### src/rtl/johnson_counter_pkg.sv
// Shared helpers for the Johnson counter: legality test and sequence period.
package johnson_counter_pkg;

    localparam int unsigned MAX_N = 64;

    function automatic int unsigned period(input int unsigned n);
        return 2 * n;
    endfunction

    // Legal when the low n bits are a low-ones mask (0..01..1, including 0)
    // or their complement is one (1..10..0).
    function automatic logic is_johnson(input logic [MAX_N-1:0] v, input int unsigned n);
        logic [MAX_N-1:0] mask;
        logic [MAX_N-1:0] lo;
        logic [MAX_N-1:0] hi;
        mask = (n >= MAX_N) ? '1 : ((MAX_N'(1) << n) - MAX_N'(1));
        lo   = v & mask;
        hi   = ~v & mask;
        return ((lo & (lo + MAX_N'(1))) == '0) || ((hi & (hi + MAX_N'(1))) == '0);
    endfunction

endpackage

### src/rtl/johnson_counter_dff.sv
// 1-bit rising-edge D flip-flop with synchronous active-high reset to 0.
module d_flipflop (
    input  logic clk,
    input  logic reset,
    input  logic d,
    output logic q
);

    always_ff @(posedge clk) begin
        if (reset) begin
            q <= 1'b0;
        end else begin
            q <= d;
        end
    end

endmodule

### src/rtl/johnson_counter.sv
// N-bit Johnson (twisted-ring) counter with wrap flag and illegal-code recovery.
module johnson_counter
    import johnson_counter_pkg::*;
#(
    parameter int unsigned N = 8
) (
    input  logic         clk,
    input  logic         reset,
    input  logic         en,
    output logic [N-1:0] q,
    output logic         wrap,
    output logic         illegal
);

    logic [N-1:0] q_d;

    assign illegal = ~is_johnson(MAX_N'(q), N);
    assign wrap    = en && (q == {1'b1, {(N-1){1'b0}}});

    // Reset lives in the flops; correction to 0 outranks the shift.
    always_comb begin
        q_d = q;
        if (en) begin
            if (illegal) begin
                q_d = '0;
            end else begin
                q_d = {q[N-2:0], ~q[N-1]};
            end
        end
    end

    for (genvar i = 0; i < N; i++) begin : g_ff
        d_flipflop u_ff (
            .clk   (clk),
            .reset (reset),
            .d     (q_d[i]),
            .q     (q[i])
        );
    end

endmodule

### config.mk
export PLATFORM = sky130hd
export DESIGN_NAME = johnson_counter
export DESIGN_NICKNAME = d
export VERILOG_FILES = /design/src/rtl/johnson_counter_pkg.sv /design/src/rtl/johnson_counter_dff.sv /design/src/rtl/johnson_counter.sv
export SDC_FILE = /design/constraint.sdc
export NUM_CORES = 1
export LEC_CHECK = 0
export ABC_CLOCK_PERIOD_IN_PS = 1700
export BUFFER_PORTS_ARGS = -buffer_cell sky130_fd_sc_hd__buf_2
export CAP_MARGIN = 20
export CORE_AREA = 10 10 47 49
export CTS_CLUSTER_SIZE = 10
export DETAILED_ROUTE_END_ITERATION = 8
export DIE_AREA = 0 0 57 59
export PLACE_DENSITY = 0.67
export SKIP_CTS_REPAIR_TIMING = 1
export SLEW_MARGIN = 20
export SYNTH_ARGS = -nofsm -noshare
export SYNTH_HDL_FRONTEND = slang
export SYNTH_SLANG_ARGS = --single-unit
export TNS_END_PERCENT = 10
### constraint.sdc
create_clock -name clk -period 1.7 [get_ports clk]
set_clock_uncertainty 0.2 [all_clocks]
set_input_delay 0 -clock clk [delete_from_list [all_inputs] [get_ports clk]]
set_output_delay 0 -clock clk [all_outputs]
set_load 0.05 [all_outputs]
# --- Word-level counts from Yosys, hierarchy flattened ---
# Cells that the tools add are included.
word_totals:
  register_bits: 8
  inputBits: 3
  output_inout_bits: 10
  word_cells: 21
op_classes:
  n_addsub: 2
  n_eq_ne: 1
  muxes: 1
  bitwise: 5
  n_reduce_logical: 4
ops:
  columns: ["operator", "n"]
  rows:
  - ["$logic_not 64->1", 2]
  - ["$add 8x1->9 const B", 2]
  - ["$and 8x9->9", 2]
  - ["$eq 8x8->1 const B", 1]
  - ["$mux 8", 1]
  - ["$not 8->8", 1]
  - ["$not 1->1", 2]
  - ["$logic_and 1x1->1", 1]
  - ["$logic_or 1x1->1", 1]

# --- Longest topological paths before layout ---
# Gate-level depths: netlist (run 1).
depth:
  ltp_word: 6
  mapped_depth: 5
  depth_no_buf: 4

# --- Modules after synthesis ---
# A second synthesis (run 1) with hierarchy kept.
unflattened:
  hier_cells: 57
  hier_area_um2: 496.7
by_module_without_submodules:
  columns: ["mod", "instances", "cells_each", "area_each_um2", "seq_area_each_um2"]
  rows:
  - ["d_flipflop", 8, 2, 33.8, 20.0]
  - ["johnson_counter", 1, 41, 226.5, 0.0]

# --- Worst setup path before layout (run 1) ---
# No wires, ideal clock.
synth_timing:
  path_type: "reg2out"
  start: "register g_ff[3].u_ff.q"
  end: "output port illegal"
  arrival_time_ns: 1.398
  t_required_ns: 1.500
  slack_ns: 0.102
  stages_incl_launch_ff: 6
  n_path_buf: 1
  path_cell_list: "dfxtp_1 -> and2_4 -> and3_1 -> buf_6 -> o2111ai_1 -> and2_1"
synth_via:
  elab_chain_len: 6
  word_cells_on_any_way: 9
  cone_classes: "2 x add/sub; 4 x bitwise; 3 x reduce/logical"
synth_rtl:
  columns: ["item", "line_no", "text"]
  rows:
  - ["start, declared", "johnson_counter_dff.sv:6", "output logic q"]
  - ["start signal, assigned", "johnson_counter_dff.sv:11", "q <= 1'b0;"]
  - ["start signal, assigned", "johnson_counter_dff.sv:13", "q <= d;"]
  - ["$not 8->8", "johnson_counter_pkg.sv:18", "hi = ~v & mask;"]
  - ["$add 8x1->9", "johnson_counter_pkg.sv:19", "return ((lo & (lo + MAX_N'(1))) == '0) || ((hi & (hi + MAX_N'(1))) == '0);"]
  - ["$and 8x9->9", "johnson_counter_pkg.sv:19", null]
  - ["$logic_not 64->1", "johnson_counter_pkg.sv:19", null]
  - ["$logic_or 1x1->1 (*)", "johnson_counter_pkg.sv:19", null]
  - ["$not 1->1 (*)", "johnson_counter.sv:17", "assign illegal = ~is_johnson(MAX_N'(q), N);"]
  - ["end, declared", "johnson_counter.sv:12", "output logic illegal"]
# Mark *: on every way between the ends. The rest lies on a longest branch, timed or not.

# --- Worst setup path in the final report (run 1) ---
layout_timing:
  start: "register g_ff[4].u_ff.q"
  end: "output port illegal"
layout_via:
  elab_chain_len: 6
  word_cells_on_any_way: 9
  cone_classes: "2 x add/sub; 4 x bitwise; 3 x reduce/logical"
layout_rtl:
  columns: ["item", "line_no"]
  rows:
  - ["start, declared", "johnson_counter_dff.sv:6"]
  - ["start signal, assigned", "johnson_counter_dff.sv:11"]
  - ["start signal, assigned", "johnson_counter_dff.sv:13"]
  - ["$not 8->8", "johnson_counter_pkg.sv:18"]
  - ["$add 8x1->9", "johnson_counter_pkg.sv:19"]
  - ["$and 8x9->9", "johnson_counter_pkg.sv:19"]
  - ["$logic_not 64->1", "johnson_counter_pkg.sv:19"]
  - ["$logic_or 1x1->1 (*)", "johnson_counter_pkg.sv:19"]
  - ["$not 1->1 (*)", "johnson_counter.sv:17"]
# Marked as above.

==> impl_metrics.json, run 1 <==
{
  "start_kind": "flop",
  "drc": 0,
  "dr_wl_met3_um": 108,
  "post_dp_cell_area_sq_um": 591,
  "start_util_pct": 41.7,
  "viasPerCell": 5.84,
  "grt_pass1_vias": 514,
  "largest_reg_flops": 8,
  "portBuffers": 12,
  "die_h_um": 59,
  "nNetsFinal": 91,
  "final_layout_size_suffix_gt1_share_pct": 41.9,
  "syn_inst": 74,
  "power.density_nw_per_um2": 604,
  "synth_ff_type": "dfxtp_1",
  "synth_top_cells_by_area": "dfxtp_1 27%, buf_4 12%, o2111ai_1 9.0%",
  "vias": 596,
  "synth_largest_area_cell": "dfxtp_1",
  "whs_ps": -30.2,
  "fin_crit_sh_pct": 99.4,
  "worstMarginPinSlew_ps": 553,
  "synth_top_area_share_pct": 27.4,
  "synth_fp_nets": 77,
  "drtIter0Drc": 17,
  "top_regs": "g_ff.u_ff.q: 8 flops",
  "root_buffer": "clkbuf_4",
  "crit_type": "reg -> out",
  "critPathRequiredTime_ps": 1500,
  "clkTransAtPathRegs_ps": 60,
  "yosys_warnings": 0,
  "power_leakage_nw": 0.318,
  "final_area_sq_um": 722,
  "violations": "negative hold slack",
  "fmax_mhz": 592,
  "h-tree-depth": 1,
  "grt_pass1_wl_mm": 2.39,
  "ant_nets": 0,
  "total_power_mw": 0.436,
  "antenna_cells": 0,
  "ir_drop_mv": 0.275,
  "grt_max_degree": 11,
  "critPathMaxFanout": 8,
  "clock_path_buffers": 2,
  "grt_overflow": 0,
  "ys_ff_latch": 8,
  "routabilityCongestion": 0.870,
  "wl_met2_um": 734,
  "slew_violations": 0,
  "coreArea_sq_um": 1400,
  "end_kind": "output pin",
  "crit_arrival_ps": 1490,
  "mostFrequentLayoutCells": "11 x buf_2, 8 x nand2_1, 8 x buf_4, 6 x nand3_1",
  "wl_met1_um": 729,
  "cts_tree": "yes",
  "hp-class": "in -> reg",
  "grt_usage_pct": 8.83,
  "drt_pass1_iterations": 4,
  "wl_mm": 1.60,
  "syn_to_final_growth_pct": 23.6,
  "hold_viol_final": 8,
  "top_register": "g_ff.u_ff.q",
  "layout_commonest_cell": "buf_2",
  "ys_seq_area_share_pct": 27.4,
  "hpwl_um": 994,
  "status": "finished with violations",
  "wire_per_inst_um": 15.7,
  "rsz0062_at_grt": "true",
  "synth_edf_count": 0,
  "highest_layer": "met4",
  "min_period_ps": 1690,
  "synth_area_sq_um": 584,
  "die_width_um": 57,
  "insertion_delay_ps": 250,
  "antenna_found_initial": 0,
  "relSlewSlack_pct": 63.0,
  "cts_made_buffers": 3,
  "fp-row-count": 14,
  "maxCapViolCount": 0,
  "fin_tns_setup_ps": 0,
  "synth_area_per_cell_sq_um": 7.90,
  "async_reset_ff_share_pct": 0,
  "die_area_sq_um": 3360,
  "cts_sinks": 8,
  "io-pin-count": 13,
  "ys_types": 23,
  "setup_viol": 0
}
==> layer usage <==
layer	up-vias	global-route usage [%]
met4	0	5.03
met2	19	12.4
li1	294	-
met5	-	0
met3	5	3.22
met1	278	11.2
==> final cells by class <==
type,count,area (sq um)
flip-flops and latches,8,174
well taps,16,20.0
inverters,1,3.75
clock buffers,3,22.5
fillers,144,679
repair buffers,21,140
multi-input cells,53,362
==> worst max-delay path, stage by stage, from the launching register on <==
cell	delay, ps
dfxtp_4	360
and2_4	180
o21a_1	210
o2111ai_2	180
and2_4	180
buf_8	140
==> synth_stat cells, types with 2 or more instances <==
master / instances
nand2b_1: 3
and3_1: 2
nor2_1: 5
o2111ai_1: 6
dfxtp_1: 8
o211ai_1: 5
nand3_1: 6
o21ai_1: 3
nand2_1: 8
nand4_1: 2
buf_4: 9
and4_1: 2
buf_2: 2
o21a_1: 2
nor2b_1: 3
==> power by group <==
group | switching [mW] | internal (mW)
registers | 0.00911 | 0.189
clock network | 0.0615 | 0.0806
logic | 0.0602 | 0.0354
total | 0.131 | 0.305
==> worst paths after layout <==
path                       start             end  slack (ps)  cells past startpoint
setup / recovery  g_ff[4].u_ff.q         illegal          10                      5
hold / removal                en  g_ff[3].u_ff.q         -30                      4
setup reg to reg  g_ff[4].u_ff.q  g_ff[2].u_ff.q          70                      6
hold reg to reg   g_ff[4].u_ff.q  g_ff[4].u_ff.q         310                      2
==> cells by family after synthesis <==
group	share of synthesized area (%)
AO/OA/AOI/OAI	21.4
buffers and inverters	15.8
flip-flops	27.4
AND/OR/NAND/NOR	35.3
==> stage by stage <==
step / utilization (%) / std cells / worst slack [ps]
final: 51.5 / 102 / 9.64
after detailed placement: 42.1 / 92 / 112
after global placement: 42.1 / 92 / 136
after global routing: 51.5 / 102 / -54.6
after floorplan: - / 74 / 102
after CTS: 43.8 / 95 / -184
Power figures use the tool's default switching activity.
==> run 2: changes to the inputs <==
--- a/config.mk
+++ b/config.mk
@@ -5,7 +5,7 @@
 export SDC_FILE = /design/constraint.sdc
 export NUM_CORES = 1
 export LEC_CHECK = 0
-export ABC_CLOCK_PERIOD_IN_PS = 1700
+export ABC_CLOCK_PERIOD_IN_PS = 1800
 export BUFFER_PORTS_ARGS = -buffer_cell sky130_fd_sc_hd__buf_2
 export CAP_MARGIN = 20
 export CORE_AREA = 10 10 47 49
==> constraint.sdc (replaced) <==
create_clock -name clk -period 1.8 [get_ports clk]
set_clock_uncertainty 0.2 [all_clocks]
set_input_delay 0 -clock clk [delete_from_list [all_inputs] [get_ports clk]]
set_output_delay 0 -clock clk [all_outputs]
set_load 0.05 [all_outputs]
==> run 2 against run 1 <==
Net effect: the flow still finishes with violations (negative hold slack); count of clock-buffer cells in the layout is the same; final cell count shrank 5.9%; sequential power shrank 4%; largest cell class unchanged.
==> impl_metrics.json, run 2 (same netlist as run 1, synthesis figures left out) <==
{
  "hold_path_end": "g_ff[3].u_ff.q",
  "cts_made_buffers": 3,
  "cp_slowest_cell": "dfxtp_2",
  "cts_sinks": 8,
  "critPathMaxFanout": 7,
  "layout_commonest_cell": "buf_2",
  "critPathRequiredTime_ps": 1600,
  "h-tree-depth": 1,
  "vias": 551,
  "insertion_delay_ps": 250,
  "seq_power_share_pct": 47.3,
  "root_buffer": "clkbuf_4",
  "r2r-start": "g_ff[3].u_ff.q",
  "drt_pass1_iterations": 4,
  "syn_to_final_growth_pct": 10.1,
  "holdCritStartpoint": "reset",
  "hpwl_um": 959,
  "final_layout_size_suffix_gt1_share_pct": 31.3,
  "multiInputGateArea_sq_um": 344,
  "largest_reg_flops": 8,
  "top_register": "g_ff.u_ff.q",
  "hold_viol_final": 8,
  "antenna_found_initial": 0,
  "antenna_cells": 0,
  "fmax_mhz": 566,
  "pwr-share-clk_pct": 34.3,
  "worstMarginPinSlew_ps": 562,
  "maxCapViolCount": 0,
  "fin_util_pct": 45.9,
  "total_power_mw": 0.402,
  "power_leakage_nw": 0.280,
  "drc": 0,
  "violations": "negative hold slack",
  "drtIter0Drc": 11,
  "final_area_sq_um": 643,
  "coreArea_sq_um": 1400,
  "r2r_cells": 5,
  "seqCellArea_sq_um": 164,
  "status": "finished with violations",
  "relSlewSlack_pct": 62.4,
  "netSwitchingPower_mw": 0.121,
  "grt_usage_pct": 7.79,
  "setup_viol": 0,
  "whs_ps": -53.7,
  "r2r-end": "g_ff[7].u_ff.q",
  "die_width_um": 57,
  "io-pin-count": 13,
  "min_period_ps": 1770,
  "power.density_nw_per_um2": 626,
  "crit_arrival_ps": 1570,
  "die_area_sq_um": 3360,
  "start_util_pct": 41.7,
  "cp_cell_sequence": "and2_4 -> o21a_4 -> o2111ai_1 -> and2_1 -> buf_6",
  "wl_mm": 1.43,
  "ant_nets": 0,
  "portBuffers": 12,
  "die_h_um": 59,
  "p_int_mw": 0.281,
  "switching_share_pct": 30.1,
  "post_dp_cell_area_sq_um": 583,
  "crit_type": "reg -> out",
  "setup_ws_ps": 31.9,
  "clkTransAtPathRegs_ps": 60,
  "cts_tree": "yes",
  "grt_pass1_vias": 502,
  "holdPathStages": 4,
  "nNetsFinal": 85,
  "reg2reg_setup_slack_ps": 290,
  "wire_per_inst_um": 14.9,
  "top_regs": "g_ff.u_ff.q: 8 flops",
  "grt_max_degree": 11,
  "place_ws_ps": 135,
  "mostFrequentLayoutCells": "11 x buf_2, 8 x nand2_1, 6 x o2111ai_1, 6 x nand3_1",
  "grt_overflow": 0,
  "cp_num_buf_inv": 1,
  "end_kind": "output pin",
  "routabilityCongestion": 0.829,
  "clock_path_buffers": 2,
  "critPathMaxStageDelay_ps": 350,
  "fp-row-count": 14,
  "crit_family": "compound AO/OA/AOI/OAI gates",
  "fin_crit_sh_pct": 98.2,
  "hp-class": "in -> reg",
  "grt_pass1_wl_mm": 2.15,
  "power_frac_comb_pct": 18.3,
  "ir_drop_mv": 0.426,
  "start_kind": "flop",
  "slew_violations": 0,
  "fill_cells": 159,
  "viasPerCell": 5.74
}
-- run 2: final cells by class --
cell class | instances | share of cell area, %
Multi-Input combinational cell | 53 | 53.5
Sequential cell | 8 | 25.5
Timing Repair Buffer | 15 | 13.8
Clock buffer | 3 | 3.50
Tap cell | 16 | 3.11
Inverter | 1 | 0.584
-- run 2: power by group through the flow --
stage	clock network [mW]	logic [mW]	registers (mW)
2_1_floorplan	0	0.0624	0.192
3_3_place_gp	0	0.0680	0.194
3_5_place_dp	0	0.0678	0.194
4_1_cts	0.143	0.0685	0.190
5_1_grt	0.147	0.0813	0.192
6_report	0.138	0.0737	0.191
-- run 2: routing by layer --
metal	routed length, um	GRT usage [%]	up-vias
met1	659	9.54	256
met5	0	0	-
li1	-	-	277
met3	101	3.65	2
met2	660	11.5	16
met4	8	3.02	0
-- run 2: tightest hold or removal path, cell delays in order --
cell and delay (ps):
buf_2 80, nor2_1 120, nand2_1 100, nand3_1 50
-- run 2: worst max path at each step --
stage | start | to | slack [ps] | depth (start not counted)
detailed placement | g_ff[4].u_ff.q | illegal | 130 | 5
global placement | g_ff[4].u_ff.q | illegal | 120 | 5
floorplan | g_ff[3].u_ff.q | illegal | 200 | 5
CTS | g_ff[4].u_ff.q | illegal | -140 | 5
global route | g_ff[3].u_ff.q | illegal | -40 | 5
finish | g_ff[3].u_ff.q | illegal | 30 | 5
-- run 2: per-stage QoR --
stage / setup TNS [ps] / instances
floorplan: 0 / 74
CTS: -145 / 94
global placement: 0 / 91
detailed placement: 0 / 91
finish: 0 / 96
global route: -42.6 / 96
